[src/rtl/krnl_vadd_adder_tree_if.sv]
// rtl/krnl_vadd_adder_tree_if.sv - stream signals between the data generator, the adder stage and the result receiver
interface krnl_vadd_adder_tree_if #(
  parameter int C_DATA_WIDTH = 32
);
  logic [1:0]                s_tvalid;
  logic [2*C_DATA_WIDTH-1:0] s_tdata;
  logic                      s_tready;
  logic                      m_tvalid;
  logic [C_DATA_WIDTH:0]     m_tdata;
  logic                      m_tready;

  // Adder stage view: consumes the operand stream, produces the sum stream
  modport slave (
    input  s_tvalid, s_tdata, m_tready,
    output s_tready, m_tvalid, m_tdata
  );

  // Surrounding environment view: produces operands, consumes sums
  modport master (
    output s_tvalid, s_tdata, m_tready,
    input  s_tready, m_tvalid, m_tdata
  );
endinterface

[src/rtl/krnl_vadd_adder_tree.sv]
// rtl/krnl_vadd_adder_tree.sv - two-lane stream adder with a 2-entry result FIFO
module krnl_vadd_adder_tree #(
  parameter int C_DATA_WIDTH = 32
) (
  input  logic                 aclk,
  input  logic                 aresetn,
  krnl_vadd_adder_tree_if.slave bus
);
  localparam int RW = C_DATA_WIDTH + 1;

  logic [RW-1:0] mem_q [2];
  logic [RW-1:0] mem_d [2];
  logic          wr_ptr_q, wr_ptr_d;
  logic          rd_ptr_q, rd_ptr_d;
  logic [1:0]    count_q, count_d;
  // Held low through reset so s_tready only rises on the first edge after release
  logic          rdy_en_q, rdy_en_d;

  logic          accept;
  logic          pop;
  logic [RW-1:0] sum;

  // Ready depends only on registered state, never on s_tvalid
  assign bus.s_tready = rdy_en_q && (count_q != 2'd2);
  assign bus.m_tvalid = (count_q != 2'd0);
  assign bus.m_tdata  = mem_q[rd_ptr_q];

  // Next-state: a beat transfers only with both lanes valid; sum carries into the MSB
  always_comb begin
    sum      = {1'b0, bus.s_tdata[C_DATA_WIDTH-1:0]}
             + {1'b0, bus.s_tdata[2*C_DATA_WIDTH-1:C_DATA_WIDTH]};
    accept   = (bus.s_tvalid == 2'b11) && bus.s_tready;
    pop      = bus.m_tvalid && bus.m_tready;
    mem_d    = mem_q;
    wr_ptr_d = wr_ptr_q;
    rd_ptr_d = rd_ptr_q;
    count_d  = count_q;
    rdy_en_d = 1'b1;
    if (accept) begin
      mem_d[wr_ptr_q] = sum;
      wr_ptr_d        = ~wr_ptr_q;
    end
    if (pop) begin
      rd_ptr_d = ~rd_ptr_q;
    end
    case ({accept, pop})
      2'b10:   count_d = count_q + 2'd1;
      2'b01:   count_d = count_q - 2'd1;
      default: count_d = count_q;
    endcase
  end

  // State registers; reset empties the FIFO and zeroes storage so m_tdata reads 0
  always_ff @(posedge aclk or negedge aresetn) begin
    if (!aresetn) begin
      mem_q[0] <= '0;
      mem_q[1] <= '0;
      wr_ptr_q <= 1'b0;
      rd_ptr_q <= 1'b0;
      count_q  <= 2'd0;
      rdy_en_q <= 1'b0;
    end else begin
      mem_q    <= mem_d;
      wr_ptr_q <= wr_ptr_d;
      rd_ptr_q <= rd_ptr_d;
      count_q  <= count_d;
      rdy_en_q <= rdy_en_d;
    end
  end
endmodule

[src/flat_wrapper.sv]
// flat-port wrapper written by rule: the top's interface ports become plain ports
module krnl_vadd_adder_tree_flat 
#(
  parameter int C_DATA_WIDTH = 32
)
  (aclk, aresetn, bus_s_tvalid, bus_s_tdata, bus_m_tready, bus_s_tready, bus_m_tvalid, bus_m_tdata);
  krnl_vadd_adder_tree_if #(.C_DATA_WIDTH(C_DATA_WIDTH)) bus_i ();
  input  logic aclk;
  input  logic aresetn;
  input wire logic [$bits(bus_i.s_tvalid)-1:0] bus_s_tvalid;
  input wire logic [$bits(bus_i.s_tdata)-1:0] bus_s_tdata;
  input wire logic [$bits(bus_i.m_tready)-1:0] bus_m_tready;
  output wire logic [$bits(bus_i.s_tready)-1:0] bus_s_tready;
  output wire logic [$bits(bus_i.m_tvalid)-1:0] bus_m_tvalid;
  output wire logic [$bits(bus_i.m_tdata)-1:0] bus_m_tdata;
  assign bus_i.s_tvalid = bus_s_tvalid;
  assign bus_i.s_tdata = bus_s_tdata;
  assign bus_i.m_tready = bus_m_tready;
  assign bus_s_tready = bus_i.s_tready;
  assign bus_m_tvalid = bus_i.m_tvalid;
  assign bus_m_tdata = bus_i.m_tdata;
  krnl_vadd_adder_tree #(.C_DATA_WIDTH(C_DATA_WIDTH)) u_core (.aclk(aclk), .aresetn(aresetn), .bus(bus_i));
endmodule
[config.mk]
export PLATFORM = sky130hd
export DESIGN_NAME = krnl_vadd_adder_tree_flat
export DESIGN_NICKNAME = d
export VERILOG_FILES = /design/src/rtl/krnl_vadd_adder_tree_if.sv /design/src/rtl/krnl_vadd_adder_tree.sv /design/src/flat_wrapper.sv
export SDC_FILE = /design/constraint.sdc
export NUM_CORES = 1
export LEC_CHECK = 0
export BUFFER_PORTS_ARGS = -buffer_cell sky130_fd_sc_hd__buf_2
export CAP_MARGIN = 40
export CORE_MARGIN = 8
export CORE_UTILIZATION = 50
export DETAILED_ROUTE_END_ITERATION = 12
export PLACE_DENSITY = 0.8
export SYNTH_ARGS = -nofsm -noshare
export SYNTH_HDL_FRONTEND = slang
export SYNTH_SLANG_ARGS = --single-unit
[constraint.sdc]
create_clock -name aclk -period 4.5 [get_ports aclk]
set_input_delay 1.35 -clock aclk [delete_from_list [all_inputs] [get_ports aclk]]
set_output_delay 1.35 -clock aclk [all_outputs]
set_load 0.005 [all_outputs]
## Word-level counts from Yosys, hierarchy flattened

Cells that the tools add are included.
Widths: inputs -> output; s select.

| storage, ports and cells | value |
|---|---|
| output and inout bits | 35 |
| logic and storage cells | 33 |
| register bits after elaboration | 71 |

| cells by class | value |
|---|---|
| $lt $le $gt $ge | 3 |
| equality and inequality tests | 4 |
| reduce and logical (&&, ||, !) cells | 6 |
| bitwise logic cells | 4 |
| muxes and demuxes | 7 |
| $add $sub $neg | 3 |

Operator list:

| kind | count |
|---|---|
| $mux 33 | 4 |
| $bwmux 66 | 1 |
| $add 32x32->33 | 1 |
| $demux 33 s1 | 1 |
| $eq 2x2->1 const B | 2 |
| $ge 2x2->1 const B | 2 |
| $logic_and 1x1->1 | 4 |
| $not 1->2 | 2 |
| $pmux 2 s2 | 1 |
| $reduce_bool 2->1 | 2 |
| $add 2x1->2 const B | 1 |
| $eq 2x1->1 const B | 1 |
| $lt 2x1->1 const B | 1 |
| $ne 2x2->1 const B | 1 |
| $not 1->1 | 2 |
| $sub 2x1->2 const B | 1 |

## Longest topological paths before layout

Gate-level depths: netlist (run 1).

| depth | value |
|---|---|
| word-level depth | 6 |
| gate-level depth with buffers | 10 |
| mapped depth without buffers | 10 |

## Worst setup path after synthesis (run 1)

Ideal clock, no wire load.

| timing path | value |
|---|---|
| path kind | input port to flip-flop |
| from | input bus_s_tdata[0] |
| to | register u_core.mem_q[30] (netlist bit) |
| stages on the path | 10 |
| slack | 0.994 ns |
| required time | 4.369 ns |
| arrival time | 3.375 ns |
| path through | ha_1 > fa_1 > a21oi_1 > o21ai_1 > o2111a_1 > nor2_2 > a31oi_2 > a41oi_2 > nor3_1 > or3_1 |

| on the way | value |
|---|---|
| longest elaborated chain between the ends | 2 |

RTL lines:

| item | RTL line | source |
|---|---|---|
| from (decl) | flat_wrapper.sv:11 | `input wire logic [$bits(bus_i.s_tdata)-1:0] bus_s_tdata;` |
| $add 32x32->33 | krnl_vadd_adder_tree.sv:31 | `+ {1'b0, bus.s_tdata[2*C_DATA_WIDTH-1:C_DATA_WIDTH]};` |
| $bwmux 66 | krnl_vadd_adder_tree.sv:40 | `mem_d[wr_ptr_q] = sum;` |
| to (signal assigned) | krnl_vadd_adder_tree.sv:63 | `mem_q <= mem_d;` |
| to (decl) | krnl_vadd_adder_tree.sv:11 | `logic [RW-1:0] mem_q [2];` |

No other way between the ends.
A chain may end at the register's enable or synchronous reset.

## Worst setup path after layout (run 1)

| timing path | value |
|---|---|
| from | input bus_s_tdata[0] |
| to | register u_core.mem_q[63] (netlist bit) |

Same word-level chain as after synthesis.

==> results by group, run 1 <==
Placement
  • Port bufs: 103
  • Detailed Place HPWL: 9.33 mm
  • RD Place Congestion: between 0.8 and 0.9
  • Placed insts: slightly above 700

Timing
  • Actual slew at the worst max-slew pin: 0.671 ns
  • Setup Skew: 0.00933 ns
  • Final setup violation count: 0
  • Final period utilization: 79.4%
  • Slew Limit Fails: 0
  • Slew headroom: a little under three fifths
  • Fin Setup TNS: 0 ns
  • Final Hold Fails: 0
  • FMAX: 280 MHz
  • Tmin final: roughly 3.6 ns
  • RSZ-0062 raised after global routing: no

Final layout
  • Area Growth Syn to Fin: 17.6%
  • Filler cells: 804
  • ANT cells: 0
  • Finished Core Util: around 60%
  • Layout Cells excl Fill: 731
  • Final nets: 700
  • Layout cell share with drive strength beyond 1: 34.7%

Global route
  • GRT Resource Usage Total: 19.3%
  • Initial antenna violation count: 0
  • First-pass GRT wire length: 20.6 mm
  • Vias in the first global route: 4,475
  • Grt total ovfl: 0
  • Largest net degree at the start of global routing: 49

Run
  • Max-cap violations: 0

Floorplanning
  • DIE AREA: 0.0129 sq mm
  • Die width: 114 um
  • Core Area: about 0.009 sq mm
  • Die Height: 114 um
  • # rows: 35
  • Initial Utilization: 51.6%
  • Total I/O pin count: 104

Worst hold path
  • Hold WC Path Type: reg -> reg
  • Hold path depth: 2
  • Worst Hold Endpoint: u_core.mem_q[46]$_DFFE_PN0P_
  • HP Start: u_core.mem_q[46]$_DFFE_PN0P_

Logic synthesis
  • Syn Nets: 597
  • Post-synthesis cell area: 0.00477 sq mm
  • Cells after Synth: 494
  • Seq cells post-synth: 71
  • Sequential fraction of the synthesis area: between 30% and 40%
  • Yosys cell types: 59
  • Asr flop ratio synth: 100%
  • Yosys warnings: 0
  • Post-synth EDFFs: 0
  • Syn_area_per_cell: 9.65 sq um
  • Main synth FF type: dfrtp_1

Setup path
  • Reg-to-Reg End: u_core.mem_q[30]$_DFFE_PN0P_
  • Crit path capture type: flop
  • Startpoint class of the critical path: input pin
  • Critical path class: in -> reg
  • Reg-to-Reg Start: u_core.count_q[0]$_DFFE_PN0P_
  • Critical Path AT: 3.80 ns
  • Reg2Reg Depth: 9
  • Worst reg2reg setup slack: 2.10 ns
  • Crit-path max FO: 4
  • CP required: 4.73 ns

Clock tree
  • Post-CTS Setup Bufs: 0
  • Worst skew pair latency: 0.34 ns
  • Clk slew on worst S/H paths: 0.08 ns
  • CTS hold repair buffers: 0
  • # resized after CTS: 0
  • H-tree depth: 3
  • Clk sinks: 71
  • Clock Path Buffers: 2
  • CTS tree: done
  • Root cell of the clock tree: clkbuf_8
  • CTS Buf Count: 9

Status
  • Outcome: complete, no violations

Routing
  • DR vias: 4,036
  • Routed length per placed instance: roughly 16 um
  • DRC Markers: 0
  • DRT iter0 DRCs: 200
  • WL final: 12.1 mm
  • Antenna-violating nets left: 0
  • Pre-antenna DRT Iters: 4
  • Vias per cell: 5.52

Power and ir drop
  • P_leak: 0.00271 uW
  • PwrDens: 518 mW/mm^2
  • Peak VDD IR: 0.000329 V
-- logic make-up after synthesis --
logic type               synth area share, %
AND/OR/NAND/NOR                         14.9
AO/OA/AOI/OAI                           14.1
multiplexers                            16.8
flip-flops                              37.3
adder cells (fa/ha/maj)                 9.08
XOR/XNOR                                5.51
buffers and inverters                   2.31
other                                 0.0787
-- per-stage QoR --
step	hold slack (ns)	cell area, sq um	setup slack [ns]	total power, uW
2_1_floorplan	0.442	4770	0.994	1950
3_3_place_gp	0.453	5420	0.687	2390
3_5_place_dp	0.463	5420	0.591	2450
4_1_cts	0.481	5600	0.950	2930
5_1_grt	0.501	5600	0.821	3130
6_report	0.479	5600	0.927	2900
-- critical path, stage by stage --
cell and delay (ns):
buf_2 0.11, ha_1 0.22, fa_1 0.42, a21oi_1 0.21
o21ai_1 0.13, o2111a_1 0.30, nor2_2 0.17, a31oi_2 0.17
a41oi_2 0.28, nor3_1 0.06, or3_1 0.36
-- power breakdown --
| part | leakage, uW | total (uW) | switching, uW | internal [uW] |
|---|---|---|---|---|
| logic | 0.00174 | 1330 | 629 | 701 |
| clock network | 0.0000955 | 469 | 240 | 229 |
| registers | 0.000870 | 1100 | 154 | 947 |
-- synthesized netlist by cell type, types with 3 or more instances --
| cell type | count | area [sq um] |
|---|---|---|
| o21ai_1 | 4 | 20.0 |
| inv_1 | 11 | 41.3 |
| dfrtp_1 | 71 | 1780 |
| nor3_1 | 5 | 25.0 |
| mux2_2 | 71 | 800 |
| nor2b_1 | 4 | 25.0 |
| or3_1 | 4 | 25.0 |
| nand4_1 | 4 | 25.0 |
| clkbuf_1 | 9 | 33.8 |
| buf_2 | 4 | 20.0 |
| nand2b_1 | 3 | 18.8 |
| nand3_1 | 11 | 55.1 |
| xnor2_1 | 20 | 175 |
| a21o_1 | 4 | 30.0 |
| o21a_1 | 3 | 22.5 |
| nand3b_1 | 3 | 22.5 |
| buf_1 | 4 | 15.0 |
| nand2_1 | 82 | 308 |
| a21oi_1 | 30 | 150 |
| xor2_1 | 10 | 87.6 |
| a211oi_1 | 4 | 30.0 |
| o21bai_1 | 4 | 30.0 |
| nor2_1 | 32 | 120 |
| o211ai_1 | 4 | 30.0 |
| ha_1 | 33 | 413 |
| o21ai_0 | 22 | 110 |
-- cells in the final DEF (no fill, tap or decap), types with 5 or more instances in the layout --
master,n
clkbuf_8,11
inv_1,11
dfrtp_1,71
mux2_2,71
a21oi_1,30
nand2_1,82
buf_2,103
nor2_1,31
xnor2_1,20
ha_1,33
nor3_1,5
o21ai_0,22
nand3_1,11
buf_4,6
xor2_1,10
-- how the worst max path moves through the flow --
| stage | from | endpoint | depth (start not counted) |
|---|---|---|---|
| after floorplan | bus_s_tdata[0] | u_core.mem_q[30]$_DFFE_PN0P_ | 10 |
| after global placement | bus_s_tdata[0] | u_core.mem_q[63]$_DFFE_PN0P_ | 11 |
| after detailed placement | bus_s_tdata[0] | u_core.mem_q[63]$_DFFE_PN0P_ | 11 |
| after CTS | bus_s_tdata[0] | u_core.mem_q[63]$_DFFE_PN0P_ | 11 |
| after global routing | bus_s_tdata[0] | u_core.mem_q[63]$_DFFE_PN0P_ | 11 |
| final | bus_s_tdata[0] | u_core.mem_q[63]$_DFFE_PN0P_ | 11 |
-- state kept, by name (all words and copies together), names as in the netlist --
register and count:
u_core.mem_q 66, u_core.rdy_en_q 1, u_core.rd_ptr_q 1, u_core.count_q 2, u_core.wr_ptr_q 1
-- layout make-up --
type | instances | area (sq um) | share of cell area, %
well taps | 129 | 161 | 2.88
inverters | 11 | 41.3 | 0.737
flip-flops and latches | 71 | 1780 | 31.7
clock inverters | 5 | 31.3 | 0.558
multi-input cells | 395 | 2880 | 51.4
repair buffers | 109 | 561 | 10.0
clock buffers | 11 | 151 | 2.70
-- metal layers --
metal,global-route usage [%],wire (um)
met1,22.6,5170
met2,33.7,6000
met3,5.49,718
met4,5.24,168
met5,0,0
(Power assumes the default switching activity.)
==> run 2: changes to the inputs <==
==> constraint.sdc (replaced) <==
create_clock -name aclk -period 3.6 [get_ports aclk]
set_input_delay 1.08 -clock aclk [delete_from_list [all_inputs] [get_ports aclk]]
set_output_delay 1.08 -clock aclk [all_outputs]
set_load 0.005 [all_outputs]
==> results by group, run 2 (synthesis results as in run 1) <==
Timing
  • Actual slew at the worst max-slew pin: 0.852 ns (+0.182 ns)
  • Final Hold Fails: 0 (unchanged)
  • Slew headroom: 43.2% (-12 points)
  • FMAX: 309 MHz
  • Final period utilization: approximately nine tenths
  • WHS: 0.474 ns (-0.00492 ns)
  • RSZ-0062 raised after global routing: no
  • Slew Limit Fails: 0 (unchanged)
  • Setup Skew: 0.00953 ns (+0.000203 ns)
  • Final setup violation count: 0 (unchanged)
  • Fin Setup TNS: 0 ns (unchanged)
  • Tmin final: 3.24 ns

Global route
  • Initial antenna violation count: 0 (unchanged)
  • GRT Resource Usage Total: 19.1% (-0.20 points)
  • Largest net degree at the start of global routing: 38 (-22%)
  • Vias in the first global route: 4,323 (-3.4%)
  • Grt total ovfl: 0 (unchanged)
  • First-pass GRT wire length: 20.3 mm (-1.4%)

Status
  • Outcome: complete, no violations

Routing
  • Antenna-violating nets left: 0 (unchanged)
  • Routed length per placed instance: 16.9 um (+2.2%)
  • WL final: 12.3 mm (+1.8%)
  • DRT iter0 DRCs: 195 (-2.5%)
  • DR vias: 4,071 (+0.87%)
  • Pre-antenna DRT Iters: 4 (unchanged)
  • Vias per cell: 5.59 (+1.3%)
  • DRC Markers: 0 (unchanged)

Final layout
  • Commonest non-fill, non-tap cell in the layout: buf_2
  • Area Growth Syn to Fin: 17.2%
  • Biggest register: u_core.mem_q
  • Max reg flops: 66 (unchanged)
  • Layout cell share with drive strength beyond 1: 34.2% (-0.49 points)
  • Final nets: 700 (unchanged)
  • Multi-input combinational cell area: 0.00288 sq mm (unchanged)
  • ANT cells: 0 (unchanged)
  • Largest registers: u_core.mem_q (66), u_core.count_q (2)
  • Most frequent cells in the layout: buf_2 (103), nand2_1 (82), mux2_2 (71), dfrtp_1 (71), ha_1 (33)
  • Filler cells: 809 (+0.62%)
  • Reg area: 0.00178 sq mm (unchanged)
  • Finished Core Util: 60.4% (-0.20 points)

Power and ir drop
  • PwrDens: 644 mW/mm^2 (+24%)
  • Peak VDD IR: 0.000482 V (+46%)
  • Design Power: 3590 uW (+24%)
  • P_leak: 0.00270 uW (-0.41%)

Clock tree
  • Root cell of the clock tree: clkbuf_8
  • Clk sinks: 71 (unchanged)
  • CTS Buf Count: 9 (unchanged)
  • Worst skew pair latency: 0.33 ns (about the same)
  • CTS hold repair buffers: 0 (unchanged)
  • Clk slew on worst S/H paths: 0.07 ns (about the same)
  • Clock Path Buffers: 2 (unchanged)
  • H-tree depth: 3 (unchanged)
  • Post-CTS Setup Bufs: 0 (unchanged)
  • CTS tree: done
  • # resized after CTS: 0 (unchanged)

Placement
  • Detailed Place HPWL: 9.39 mm (+0.66%)
  • RD Place Congestion: 0.838 (-4.5%)
  • Port bufs: 103 (unchanged)

Setup path
  • Crit path capture type: flop
  • Crit-path max FO: 4 (unchanged)
  • Startpoint class of the critical path: input pin
  • Critical path class: in -> reg
  • Critical Path AT: 3.44 ns (-0.36 ns)
  • CP required: 3.80 ns (-0.93 ns)

Floorplanning
  • # rows: 35 (unchanged)
  • Core Area: 0.00924 sq mm (unchanged)
  • Die Height: 114 um (unchanged)
  • Initial Utilization: 51.6% (unchanged)
  • DIE AREA: 0.0129 sq mm (unchanged)
  • Die width: 114 um (unchanged)
  • Total I/O pin count: 104 (unchanged)

Run
  • Max-cap violations: 0 (unchanged)

Worst hold path
  • Hold WC Path Type: reg -> reg
==> run 2: cell count changes in the layout (fill, tap and decap cells not counted) <==
| cell | delta |
|---|---|
| clkinvlp_4 | -1 |
| buf_4 | -1 |
| clkbuf_1 | +1 |
| clkinv_2 | -1 |
| clkbuf_8 | -1 |
| inv_6 | -1 |
| buf_12 | +1 |
==> run 2: path summary, 6_finish.rpt <==
kind / slack (ns) / endpoint / cells past startpoint / from
min: 0.47 / u_core.mem_q[43]$_DFFE_PN0P_ / 2 / u_core.mem_q[43]$_DFFE_PN0P_
max reg2reg: 1.26 / u_core.mem_q[11]$_DFFE_PN0P_ / 7 / u_core.count_q[0]$_DFFE_PN0P_
max in group asynchronous: 2.07 / u_core.mem_q[42]$_DFFE_PN0P_ / 2 / aresetn
max: 0.36 / u_core.mem_q[63]$_DFFE_PN0P_ / 11 / bus_s_tdata[0]
min in group asynchronous: 0.84 / u_core.mem_q[3]$_DFFE_PN0P_ / 1 / aresetn
min reg2reg: 0.47 / u_core.mem_q[43]$_DFFE_PN0P_ / 2 / u_core.mem_q[43]$_DFFE_PN0P_
==> run 2: cell type report <==
type	count	share of cell area, %
Multi-Input combinational cell	395	51.6
Sequential cell	71	31.8
Timing Repair Buffer	109	10.3
Tap cell	129	2.89
Clock buffer	11	2.53
Inverter	11	0.739
Clock inverter	2	0.179
==> run 2: routing by layer <==
layer,vias to the layer above,part of all wire (%),global-route usage [%]
met5,-,0,0
met4,0,0.75,5.51
met3,8,6.7,4.17
met2,140,49,32.9
met1,1951,43,23.3
li1,1972,-,-
==> run 2: per-stage QoR <==
| stage | std cells | setup slack, ns | area, sq um |
|---|---|---|---|
| after global routing | 728 | 0.209 | 5590 |
| after global placement | 715 | 0.115 | 5430 |
| final | 728 | 0.362 | 5590 |
| after detailed placement | 715 | 0.0512 | 5430 |
| after floorplan | 494 | 0.364 | 4770 |
| after CTS | 728 | 0.393 | 5590 |
==> run 2: critical path, stage by stage <==
cell and delay [ns]:
buf_2 0.10, ha_1 0.23, fa_1 0.41, a21oi_1 0.22
o21ai_1 0.12, o2111a_1 0.30, nor2_2 0.12, a31oi_2 0.14
a41oi_2 0.29, nor3_1 0.07, or3_1 0.37
==> run 2: where the power goes <==
group	leakage, uW	switching (uW)	internal (uW)	total [uW]
logic	0.00174	794	878	1670
clock network	0.0000809	285	256	540
registers	0.000870	198	1180	1380
